File: src/rtl/seg7_pkg.sv
// Shared seven-segment constants: active-high {g,f,e,d,c,b,a} glyphs for hex digits.
package seg7_pkg;

  localparam int unsigned NIBBLE_W = 4;
  localparam int unsigned SEG_W    = 7;

  localparam logic [SEG_W-1:0] SEG_0     = 7'h3F;
  localparam logic [SEG_W-1:0] SEG_1     = 7'h06;
  localparam logic [SEG_W-1:0] SEG_2     = 7'h5B;
  localparam logic [SEG_W-1:0] SEG_3     = 7'h4F;
  localparam logic [SEG_W-1:0] SEG_4     = 7'h66;
  localparam logic [SEG_W-1:0] SEG_5     = 7'h6D;
  localparam logic [SEG_W-1:0] SEG_6     = 7'h7D;
  localparam logic [SEG_W-1:0] SEG_7     = 7'h07;
  localparam logic [SEG_W-1:0] SEG_8     = 7'h7F;
  localparam logic [SEG_W-1:0] SEG_9     = 7'h6F;
  localparam logic [SEG_W-1:0] SEG_A     = 7'h77;
  localparam logic [SEG_W-1:0] SEG_B     = 7'h7C;
  localparam logic [SEG_W-1:0] SEG_C     = 7'h39;
  localparam logic [SEG_W-1:0] SEG_D     = 7'h5E;
  localparam logic [SEG_W-1:0] SEG_E     = 7'h79;
  localparam logic [SEG_W-1:0] SEG_F     = 7'h71;
  localparam logic [SEG_W-1:0] SEG_BLANK = 7'h00;

endpackage

File: src/rtl/seg7_scan_mux_if.sv
// Load/display bundle between the keycode register, the scan driver and the board pins.
interface seg7_scan_mux_if #(
  parameter int unsigned NUM_DIGITS = 4
);
  logic [4*NUM_DIGITS-1:0] data_in;
  logic                    data_valid;
  logic [NUM_DIGITS-1:0]   dp_in;
  logic [NUM_DIGITS-1:0]   blank_in;
  logic                    lz_suppress;
  logic [6:0]              SEG;
  logic [NUM_DIGITS-1:0]   AN;
  logic                    DP;
  logic                    frame_tick;

  // Source of display data; observes pins and frame boundary.
  modport master (
    output data_in, data_valid, dp_in, blank_in, lz_suppress,
    input  SEG, AN, DP, frame_tick
  );

  // Scan driver.
  modport slave (
    input  data_in, data_valid, dp_in, blank_in, lz_suppress,
    output SEG, AN, DP, frame_tick
  );
endinterface

File: src/rtl/seg7_scan_mux_hex_to_seg7.sv
// Combinational nibble to active-high seven-segment glyph.
module hex_to_seg7
  import seg7_pkg::*;
(
  input  logic [NIBBLE_W-1:0] nibble,
  output logic [SEG_W-1:0]    seg_c
);

  always_comb begin
    seg_c = SEG_BLANK;
    case (nibble)
      4'h0: seg_c = SEG_0;
      4'h1: seg_c = SEG_1;
      4'h2: seg_c = SEG_2;
      4'h3: seg_c = SEG_3;
      4'h4: seg_c = SEG_4;
      4'h5: seg_c = SEG_5;
      4'h6: seg_c = SEG_6;
      4'h7: seg_c = SEG_7;
      4'h8: seg_c = SEG_8;
      4'h9: seg_c = SEG_9;
      4'hA: seg_c = SEG_A;
      4'hB: seg_c = SEG_B;
      4'hC: seg_c = SEG_C;
      4'hD: seg_c = SEG_D;
      4'hE: seg_c = SEG_E;
      4'hF: seg_c = SEG_F;
      default: seg_c = SEG_BLANK;
    endcase
  end

endmodule

File: src/rtl/seg7_scan_mux.sv
// Time-multiplexed N-digit hex display driver with dead time, leading-zero
// suppression and frame-aligned double buffering of the displayed value.
module seg7_scan_mux
  import seg7_pkg::*;
#(
  parameter int unsigned NUM_DIGITS  = 4,
  parameter int unsigned REFRESH_DIV = 100000,
  parameter int unsigned DEAD_CYCLES = 16,
  parameter bit          ACTIVE_LOW  = 1'b1
) (
  input logic            clk,
  input logic            reset,
  seg7_scan_mux_if.slave bus
);

  localparam int unsigned DATA_W = NIBBLE_W * NUM_DIGITS;
  localparam int unsigned PRE_W  = (REFRESH_DIV > 1) ? $clog2(REFRESH_DIV) : 1;
  localparam int unsigned IDX_W  = (NUM_DIGITS > 1) ? $clog2(NUM_DIGITS) : 1;
  localparam int unsigned DEAD_W = (DEAD_CYCLES > 0) ? $clog2(DEAD_CYCLES + 1) : 1;

  // XOR masks that map active-high internal values onto pin polarity.
  localparam logic [SEG_W-1:0]      SEG_POL = {SEG_W{ACTIVE_LOW}};
  localparam logic [NUM_DIGITS-1:0] AN_POL  = {NUM_DIGITS{ACTIVE_LOW}};
  localparam logic                  DP_POL  = ACTIVE_LOW;

  logic [PRE_W-1:0]      pre_cnt;
  logic [IDX_W-1:0]      digit_idx;
  logic [DEAD_W-1:0]     dead_cnt;
  logic                  frame_tick_q;

  logic [DATA_W-1:0]     pend_data;
  logic [NUM_DIGITS-1:0] pend_dp;
  logic [NUM_DIGITS-1:0] pend_blank;
  logic                  pend_flag;

  logic [DATA_W-1:0]     shad_data;
  logic [NUM_DIGITS-1:0] shad_dp;
  logic [NUM_DIGITS-1:0] shad_blank;

  logic [DATA_W-1:0]     shad_data_c;
  logic [NUM_DIGITS-1:0] shad_dp_c;
  logic [NUM_DIGITS-1:0] shad_blank_c;

  logic [SEG_W-1:0]      seg_q;
  logic [NUM_DIGITS-1:0] an_q;
  logic                  dp_q;

  logic                  slot_tick_c;
  logic                  wrap_c;
  logic [NUM_DIGITS-1:0] zero_above_c;
  logic                  zero_run_c;
  logic [NIBBLE_W-1:0]   cur_nib_c;
  logic                  cur_dp_c;
  logic                  cur_blank_c;
  logic                  cur_lz_c;
  logic [NUM_DIGITS-1:0] an_sel_c;
  logic [SEG_W-1:0]      seg_dec_c;
  logic [SEG_W-1:0]      seg_on_c;
  logic [NUM_DIGITS-1:0] an_on_c;
  logic                  dp_on_c;

  assign slot_tick_c = (pre_cnt == PRE_W'(REFRESH_DIV - 1));
  assign wrap_c      = slot_tick_c && (digit_idx == IDX_W'(NUM_DIGITS - 1));

  // Shadow only moves in the frame_tick cycle; a strobe in that cycle beats the pending copy.
  always_comb begin
    shad_data_c  = shad_data;
    shad_dp_c    = shad_dp;
    shad_blank_c = shad_blank;
    if (frame_tick_q) begin
      if (bus.data_valid) begin
        shad_data_c  = bus.data_in;
        shad_dp_c    = bus.dp_in;
        shad_blank_c = bus.blank_in;
      end else if (pend_flag) begin
        shad_data_c  = pend_data;
        shad_dp_c    = pend_dp;
        shad_blank_c = pend_blank;
      end
    end
  end

  // zero_above_c[i]: nibbles i..NUM_DIGITS-1 of the shadow are all zero.
  always_comb begin
    zero_above_c = '0;
    zero_run_c   = 1'b1;
    for (int i = int'(NUM_DIGITS) - 1; i >= 0; i--) begin
      zero_run_c      = zero_run_c && (shad_data_c[i*NIBBLE_W +: NIBBLE_W] == '0);
      zero_above_c[i] = zero_run_c;
    end
  end

  always_comb begin
    cur_nib_c   = '0;
    cur_dp_c    = 1'b0;
    cur_blank_c = 1'b0;
    cur_lz_c    = 1'b0;
    an_sel_c    = '0;
    for (int unsigned i = 0; i < NUM_DIGITS; i++) begin
      if (digit_idx == IDX_W'(i)) begin
        cur_nib_c   = shad_data_c[i*NIBBLE_W +: NIBBLE_W];
        cur_dp_c    = shad_dp_c[i];
        cur_blank_c = shad_blank_c[i];
        cur_lz_c    = bus.lz_suppress && (i != 0) && zero_above_c[i];
        an_sel_c[i] = 1'b1;
      end
    end
  end

  hex_to_seg7 u_dec (
    .nibble (cur_nib_c),
    .seg_c  (seg_dec_c)
  );

  // Suppressed leading zeros keep their decimal point, lighting the anode only for it.
  always_comb begin
    seg_on_c = SEG_BLANK;
    an_on_c  = '0;
    dp_on_c  = 1'b0;
    if ((dead_cnt == '0) && !cur_blank_c) begin
      dp_on_c = cur_dp_c;
      if (cur_lz_c) begin
        an_on_c = cur_dp_c ? an_sel_c : '0;
      end else begin
        seg_on_c = seg_dec_c;
        an_on_c  = an_sel_c;
      end
    end
  end

  always_ff @(posedge clk) begin
    if (reset) begin
      pre_cnt      <= '0;
      digit_idx    <= '0;
      dead_cnt     <= DEAD_W'(DEAD_CYCLES);
      frame_tick_q <= 1'b0;
      pend_data    <= '0;
      pend_dp      <= '0;
      pend_blank   <= '0;
      pend_flag    <= 1'b0;
      shad_data    <= '0;
      shad_dp      <= '0;
      shad_blank   <= '0;
      seg_q        <= SEG_POL;
      an_q         <= AN_POL;
      dp_q         <= DP_POL;
    end else begin
      pre_cnt <= slot_tick_c ? '0 : pre_cnt + PRE_W'(1);

      if (slot_tick_c) begin
        digit_idx <= wrap_c ? '0 : digit_idx + IDX_W'(1);
        dead_cnt  <= DEAD_W'(DEAD_CYCLES);
      end else if (dead_cnt != '0) begin
        dead_cnt <= dead_cnt - DEAD_W'(1);
      end

      frame_tick_q <= wrap_c;

      shad_data  <= shad_data_c;
      shad_dp    <= shad_dp_c;
      shad_blank <= shad_blank_c;

      if (frame_tick_q) begin
        pend_flag <= 1'b0;
      end else if (bus.data_valid) begin
        pend_data  <= bus.data_in;
        pend_dp    <= bus.dp_in;
        pend_blank <= bus.blank_in;
        pend_flag  <= 1'b1;
      end

      seg_q <= seg_on_c ^ SEG_POL;
      an_q  <= an_on_c ^ AN_POL;
      dp_q  <= dp_on_c ^ DP_POL;
    end
  end

  assign bus.SEG        = seg_q;
  assign bus.AN         = an_q;
  assign bus.DP         = dp_q;
  assign bus.frame_tick = frame_tick_q;

endmodule
File: src/flat_wrapper.sv
// flat-port wrapper written by rule: the top's interface ports become plain ports
module seg7_scan_mux_flat import seg7_pkg::*;
#(
  parameter int unsigned NUM_DIGITS  = 4,
  parameter int unsigned REFRESH_DIV = 100000,
  parameter int unsigned DEAD_CYCLES = 16,
  parameter bit          ACTIVE_LOW  = 1'b1
)
  (clk, reset, bus_data_in, bus_data_valid, bus_dp_in, bus_blank_in, bus_lz_suppress, bus_SEG, bus_AN, bus_DP, bus_frame_tick);
  seg7_scan_mux_if #(.NUM_DIGITS(NUM_DIGITS)) bus_i ();
  input logic clk;
  input logic reset;
  input wire logic [$bits(bus_i.data_in)-1:0] bus_data_in;
  input wire logic [$bits(bus_i.data_valid)-1:0] bus_data_valid;
  input wire logic [$bits(bus_i.dp_in)-1:0] bus_dp_in;
  input wire logic [$bits(bus_i.blank_in)-1:0] bus_blank_in;
  input wire logic [$bits(bus_i.lz_suppress)-1:0] bus_lz_suppress;
  output wire logic [$bits(bus_i.SEG)-1:0] bus_SEG;
  output wire logic [$bits(bus_i.AN)-1:0] bus_AN;
  output wire logic [$bits(bus_i.DP)-1:0] bus_DP;
  output wire logic [$bits(bus_i.frame_tick)-1:0] bus_frame_tick;
  assign bus_i.data_in = bus_data_in;
  assign bus_i.data_valid = bus_data_valid;
  assign bus_i.dp_in = bus_dp_in;
  assign bus_i.blank_in = bus_blank_in;
  assign bus_i.lz_suppress = bus_lz_suppress;
  assign bus_SEG = bus_i.SEG;
  assign bus_AN = bus_i.AN;
  assign bus_DP = bus_i.DP;
  assign bus_frame_tick = bus_i.frame_tick;
  seg7_scan_mux #(.NUM_DIGITS(NUM_DIGITS), .REFRESH_DIV(REFRESH_DIV), .DEAD_CYCLES(DEAD_CYCLES), .ACTIVE_LOW(ACTIVE_LOW)) u_core (.clk(clk), .reset(reset), .bus(bus_i));
endmodule
File: config.mk
export PLATFORM = sky130hd
export DESIGN_NAME = seg7_scan_mux_flat
export DESIGN_NICKNAME = d
export VERILOG_FILES = /design/src/rtl/seg7_pkg.sv /design/src/rtl/seg7_scan_mux_if.sv /design/src/rtl/seg7_scan_mux_hex_to_seg7.sv /design/src/rtl/seg7_scan_mux.sv /design/src/flat_wrapper.sv
export SDC_FILE = /design/constraint.sdc
export NUM_CORES = 1
export LEC_CHECK = 0
export ABC_AREA = 1
export CAP_MARGIN = 20
export CORE_MARGIN = 1
export CORE_UTILIZATION = 59
export CTS_BUF_LIST = sky130_fd_sc_hd__clkbuf_4 sky130_fd_sc_hd__clkbuf_8
export CTS_CLUSTER_DIAMETER = 60
export DETAILED_ROUTE_END_ITERATION = 8
export PLACE_DENSITY = 0.93
export RECOVER_POWER = 50
export SLEW_MARGIN = 25
export SYNTH_ARGS = -nofsm -noshare
export SYNTH_HDL_FRONTEND = slang
export SYNTH_SLANG_ARGS = --single-unit
File: constraint.sdc
create_clock -name clk -period 2.7 [get_ports clk]
set_input_delay 0.81 -clock clk [delete_from_list [all_inputs] [get_ports clk]]
set_output_delay 0.81 -clock clk [all_outputs]
set_load 0.05 [all_outputs]
# --- Word level (Yosys, flattened, before mapping) ---
# Memories as Yosys holds them, arrays and structs flattened.
# Cells that the tools add are included.
word_totals:
  romBits: 112
  in_bits: 28
  reg_bits: 86
  memories: 1
op_classes:
  n_bitwise: 4
  muxes: 35
  n_addsub: 3
  eq_ne: 4
  n_reduce_logical: 17
memory_table:
  columns: ["memory", "depth", "width", "read_ports", "rd_clocked_by_memory_dff", "write_ports", "line", "rtl"]
  rows:
  - ["(no name shown)", 16, 7, 1, 0, 0, "seg7_scan_mux_hex_to_seg7.sv:11", "case (nibble)"]
ops:
  columns: ["op", "count"]
  rows:
  - ["two-way mux 4 bit", 13]
  - ["two-way mux 16 bit", 3]
  - ["adder 17 x 1 -> 17 bit, second input constant", 1]
  - ["equality test 17 bit, second input constant", 1]
  - ["two-way mux 1 bit", 16]
  - ["two-way mux 7 bit", 2]
  - ["zero test 4 bit", 3]
  - ["logical AND 1 bit", 7]
  - ["inverter 7 bit", 1]
  - ["zero test 5 bit", 1]
  - ["nonzero test 5 bit", 1]
  - ["subtractor 5 x 1 -> 5 bit, second input constant", 1]
  - ["equality test 2 bit, second input constant", 2]
  - ["inverter 4 bit", 1]
  - ["OR reduction 2 bit", 2]
  - ["adder 2 x 1 -> 2 bit, second input constant", 1]
  - ["equality test 2 x 1 -> 1 bit, second input constant", 1]
  - ["zero test 2 bit", 1]
  - ["two-way mux 2 bit", 1]
  - ["inverter 1 bit", 2]
  - ["AND reduction 2 bit", 1]
  - ["zero test 1 bit", 1]

# --- Depth between registers and ports, before layout ---
depth:
  word_depth: 13
  ltp_mapped: 17
  depth_no_buf: 16

# --- Modules after synthesis ---
# A second synthesis with hierarchy kept.
hier_totals:
  hier_cells: 587
  hier_area_um2: 4078.9
modules_own_cells:
  columns: ["module", "n_inst", "seq_area_each_um2", "cells_each", "area_per_inst_um2"]
  rows:
  - ["seg7_scan_mux", 1, 1721.7, 535, 3808.7]
  - ["hex_to_seg7", 1, 0.0, 52, 270.3]

# --- Least setup slack after synthesis ---
# OpenSTA, ideal clock, no wires.
synth_path:
  kind: "in2reg"
  start: "in bus_data_valid"
  end: "reg u_core.seg_q[0], in the netlist u_core.bus.SEG[0]"
  t_required_ns: 2.585
  path_stages: 12
  setup_time_ns: 0.115
  arrival_time_ns: 2.361
  n_path_buf: 2
  slack_ns: 0.224
  cell_sequence: "buf_6 -> o21ai_4 -> buf_6 -> a21oi_1 -> or2_2 -> nand2_2 -> inv_1 -> ha_1 -> a21oi_1 -> nor2_1 -> nor2_1 -> nand2_1"
synth_between:
  elab_chain_cells: 12
  word_cells_on_any_way: 29
synth_lines:
  columns: ["element", "line", "rtl"]
  rows:
  - ["start: declaration", "flat_wrapper.sv:14", "input wire logic [$bits(bus_i.data_valid)-1:0] bus_data_valid;"]
  - ["branches (longest 10 deep; another with memory read (16 x 7 bit))", null, null]
  - ["two-way mux 7 bit *", "seg7_scan_mux.sv:120", "if ((dead_cnt == '0) && !cur_blank_c) begin"]
  - ["inverter 7 bit (no line) *", null, null]
  - ["end signal: assignment", "seg7_scan_mux.sv:172", "seg_q <= seg_on_c ^ SEG_POL;"]
  - ["end: declaration", "seg7_scan_mux.sv:44", "logic [SEG_W-1:0] seg_q;"]
# Mark *: on every way between the ends.
# A chain may end at the register's enable or synchronous reset.

# --- Final worst setup path ---
layout_path:
  start: "in bus_data_valid"
  end: "reg u_core.seg_q[4], in the netlist u_core.bus.SEG[4]"
# The elaborated chain is that of the path after synthesis.

==> impl_metrics.py <==
metrics = {
    "placed_design": {
        "dp_hpwl_mm": 7.64,
        "placed_cells": 748,
        "port_buffers": 40,
        "routabilityCongestion": 0.933,
    },
    "timing": {
        "max_freq_mhz": 372,
        "final_max_slew_viol_count": 0,
        "finalHoldViolCount": 0,
        "setup_viol": 0,
        "worst_pin_slew_ns": 1.35,
        "skew_ns": 0.00917,
        "period_needed_ns": 2.69,
        "period_share_pct": 99.6,
        "max_slew_margin_pct": 10.1,
        "rsz0062_at_grt": "yes",
    },
    "synthesis": {
        "yosysTopAreaCell": "dfxtp_1",
        "ys.flop_type": "dfxtp_1",
        "synth_most_common_cell": "nor2_1",
        "synth_area_leaders": "dfxtp_1, nor2_1, nand2_1",
        "yosys_warnings": 0,
        "synth_common_cells": "nor2_1, nand2_1, dfxtp_1, inv_1, nand3_1",
        "netlist_instances": 593,
        "async_flop_share_pct": 0,
        "synth_enable_flop_cells": 0,
        "synth_top_area_share_pct": 40.7,
        "synth_nets": 633,
        "ys_ff_latch": 86,
        "post_synth.cell_area_avg_um2": 7.14,
        "seq_area_frac_synth_pct": 40.7,
        "netlist_area_mm2": 0.00423,
        "synth.distinct_cells": 36,
    },
    "final_layout": {
        "seq_area_mm2": 0.00172,
        "fin_nets": 705,
        "multi_input_area_mm2": 0.00220,
        "final_cells": 766,
        "n_antenna_cell": 0,
        "fillCellCount": 470,
        "syn2layout_area_growth_pct": 23.2,
        "layout-drive-gt1-share_pct": 15.2,
    },
    "grt": {
        "grt_overflow": 0,
        "grt_max_degree": 31,
        "grt_antenna_before_repair": 0,
        "track_usage_pct": 30.1,
        "grt_pass1_vias": 3987,
        "grt_pass1_wl_mm": 17.5,
    },
    "setup_path": {
        "path_buf_inv": 4,
        "r2r_cells": 13,
        "endpoint": "u_core.bus.SEG[4]$_SDFF_PP1_",
        "path_delay_family": "buffers and inverters",
        "worstReg2RegStart": "u_core.digit_idx[1]$_SDFFE_PP0P_",
        "cp.arrival_ns": 2.99,
        "crit_fanout": 8,
        "crit_slowest_cell": "clkdlybuf4s50_1",
        "r2r-end": "u_core.bus.SEG[4]$_SDFF_PP1_",
        "path_class": "in2reg",
        "critical_path.max_stage_delay_ns": 0.48,
        "crit_required_ns": 3.00,
        "r2r_setup_slack_ns": 0.24,
        "start_kind": "input port",
        "crit_start": "bus_data_valid",
        "cpMostUsedCell": "a21oi_1",
        "path_cells": "clkdlybuf4s50_1, buf_6, o21ai_4, nor3_2, a21oi_1, or2_2, nand2_4, inv_2, buf_4, ha_1, a21oi_1, nand2_1, nand3_1",
        "cp_num_cells": 13,
        "endpoint_kind": "register",
    },
    "clock_network": {
        "numCtsBuffers": 9,
        "root_buffer": "clkbuf_8",
        "holdBufCountCts": 0,
        "tritoncts": "yes",
        "cts.sinks": 86,
        "clock_path_buffers": 2,
        "path_clk_slew_ns": 0.09,
        "h-tree-depth": 3,
        "clk_latency_ns": 0.36,
    },
    "power_and_ir_drop": {
        "peakVddDrop_mv": 0.424,
        "seq_power_share_pct": 50.5,
        "finalPower_uw": 2760,
        "combPwrFrac_pct": 14.6,
        "cellPowerDensity_mw_per_mm2": 529,
        "switching_share_pct": 27.1,
        "p_leak_uw": 0.00219,
        "internal_power_uw": 2010,
        "pwr-share-clk_pct": 34.9,
        "p_sw_uw": 748,
    },
    "floorplanning": {
        "design.die.area_mm2": 0.00752,
        "dieHeight_um": 86.7,
        "rows": 30,
        "coreArea_mm2": 0.00687,
        "fp.dieW_um": 86.7,
        "start_util_pct": 61.6,
        "ios": 41,
    },
    "routing": {
        "detail_route.wl_per_cell_um": 14.4,
        "via_per_inst": 5.57,
        "drt_iter0_drc": 239,
        "dr.pass1.iters": 5,
        "post-route-drc-count": 0,
        "vias": 4269,
        "ant_nets": 0,
        "totalWireLength_mm": 11.0,
    },
    "status": {
        "status": "finished clean",
    },
    "min_path": {
        "min_path_type": "reg2reg",
    },
    "flow_run": {
        "drv_cap": 0,
    },
}
## kinds of logic after synthesis
family	count (synthesis)	synth area share (%)
AND/OR/NAND/NOR	323	33.7
AO/OA/AOI/OAI	88	12.7
flip-flops	86	40.7
buffers and inverters	79	8.30
adder cells (fa/ha/maj)	12	3.55
XOR/XNOR	5	1.03
## stage by stage
step                      util (%)  hold WS [ns]  area (um2)  setup TNS (ns)  worst slack (ns)
after floorplan                  -         0.418        4230               0             0.224
after global placement        72.1         0.428        4950           -1.85            -0.211
after detailed placement      72.1         0.438        4950           -2.74            -0.299
after CTS                     75.2         0.456        5160               0            0.0221
after global routing          75.9         0.469        5220          -0.237           -0.0633
final                         75.9         0.454        5220               0            0.0118
## how the worst min path moves through the flow
stage / from / endpoint / slack [ns] / cells past startpoint
after floorplan: u_core.pre_cnt[0]$_SDFF_PP0_ / u_core.pre_cnt[0]$_SDFF_PP0_ / 0.42 / 1
after global placement: u_core.pre_cnt[0]$_SDFF_PP0_ / u_core.pre_cnt[0]$_SDFF_PP0_ / 0.43 / 1
after detailed placement: u_core.pre_cnt[0]$_SDFF_PP0_ / u_core.pre_cnt[0]$_SDFF_PP0_ / 0.44 / 1
after global routing: u_core.pend_dp[1]$_SDFFE_PP0P_ / u_core.pend_dp[1]$_SDFFE_PP0P_ / 0.47 / 2
after CTS: u_core.pend_dp[1]$_SDFFE_PP0P_ / u_core.pend_dp[1]$_SDFFE_PP0P_ / 0.46 / 2
final: u_core.pre_cnt[0]$_SDFF_PP0_ / u_core.pre_cnt[0]$_SDFF_PP0_ / 0.45 / 1
## sequential cells by signal, indices dropped and copies added, names as in the netlist
register,flops
u_core.pre_cnt,17
u_core.pend_data,16
u_core.shad_data,16
u_core.bus.SEG,7
u_core.dead_cnt,5
u_core.bus.AN,4
u_core.pend_blank,4
u_core.pend_dp,4
u_core.shad_blank,4
u_core.shad_dp,4
u_core.digit_idx,2
u_core.bus.DP,1
u_core.bus.frame_tick,1
u_core.pend_flag,1
## repair_timing
item / in CTS / in global routing
setup buffers: 0 / 2
gates resized for setup: 0 / 13
endpoints found under the setup margin: 0 / 9
## power groups by stage
stage | clock, uW | sequential (uW) | combinational (uW)
2_1_floorplan | 0 | 1460 | 220
3_3_place_gp | 0 | 1420 | 380
3_5_place_dp | 0 | 1420 | 399
4_1_cts | 968 | 1390 | 401
5_1_grt | 1020 | 1400 | 440
6_report | 962 | 1390 | 404
## cell usage in the layout (no fill, tap or decap), drive strengths merged, types with 2 or more instances in the layout
cell,instances
nor3,14
ha,12
nand3,51
or2,5
clkinvlp,2
xnor2,3
o211ai,3
o21ai,51
a21oi,29
nor4,4
nor2,119
a211oi,4
nor3b,5
nand4,4
xor2,2
clkbuf,14
nand2,120
clkdlybuf4s50,38
inv,58
buf,42
dfxtp,86
## per-layer routing
metal	track usage [%]	share of wire (%)	wire length (um)
met1	33.0	38	4230
met2	54.3	50	5490
met3	6.67	7.1	783
met4	15.3	4.8	533
met5	0	0	0
## layout make-up
class | instances | share of cell area, %
multi-input cells | 428 | 42.1
flip-flops and latches | 86 | 33.0
repair buffers | 83 | 14.4
inverters | 57 | 4.15
clock buffers | 12 | 3.05
well taps | 96 | 2.30
clock inverters | 4 | 1.03
Note: power is estimated with default switching activity, not from simulation.
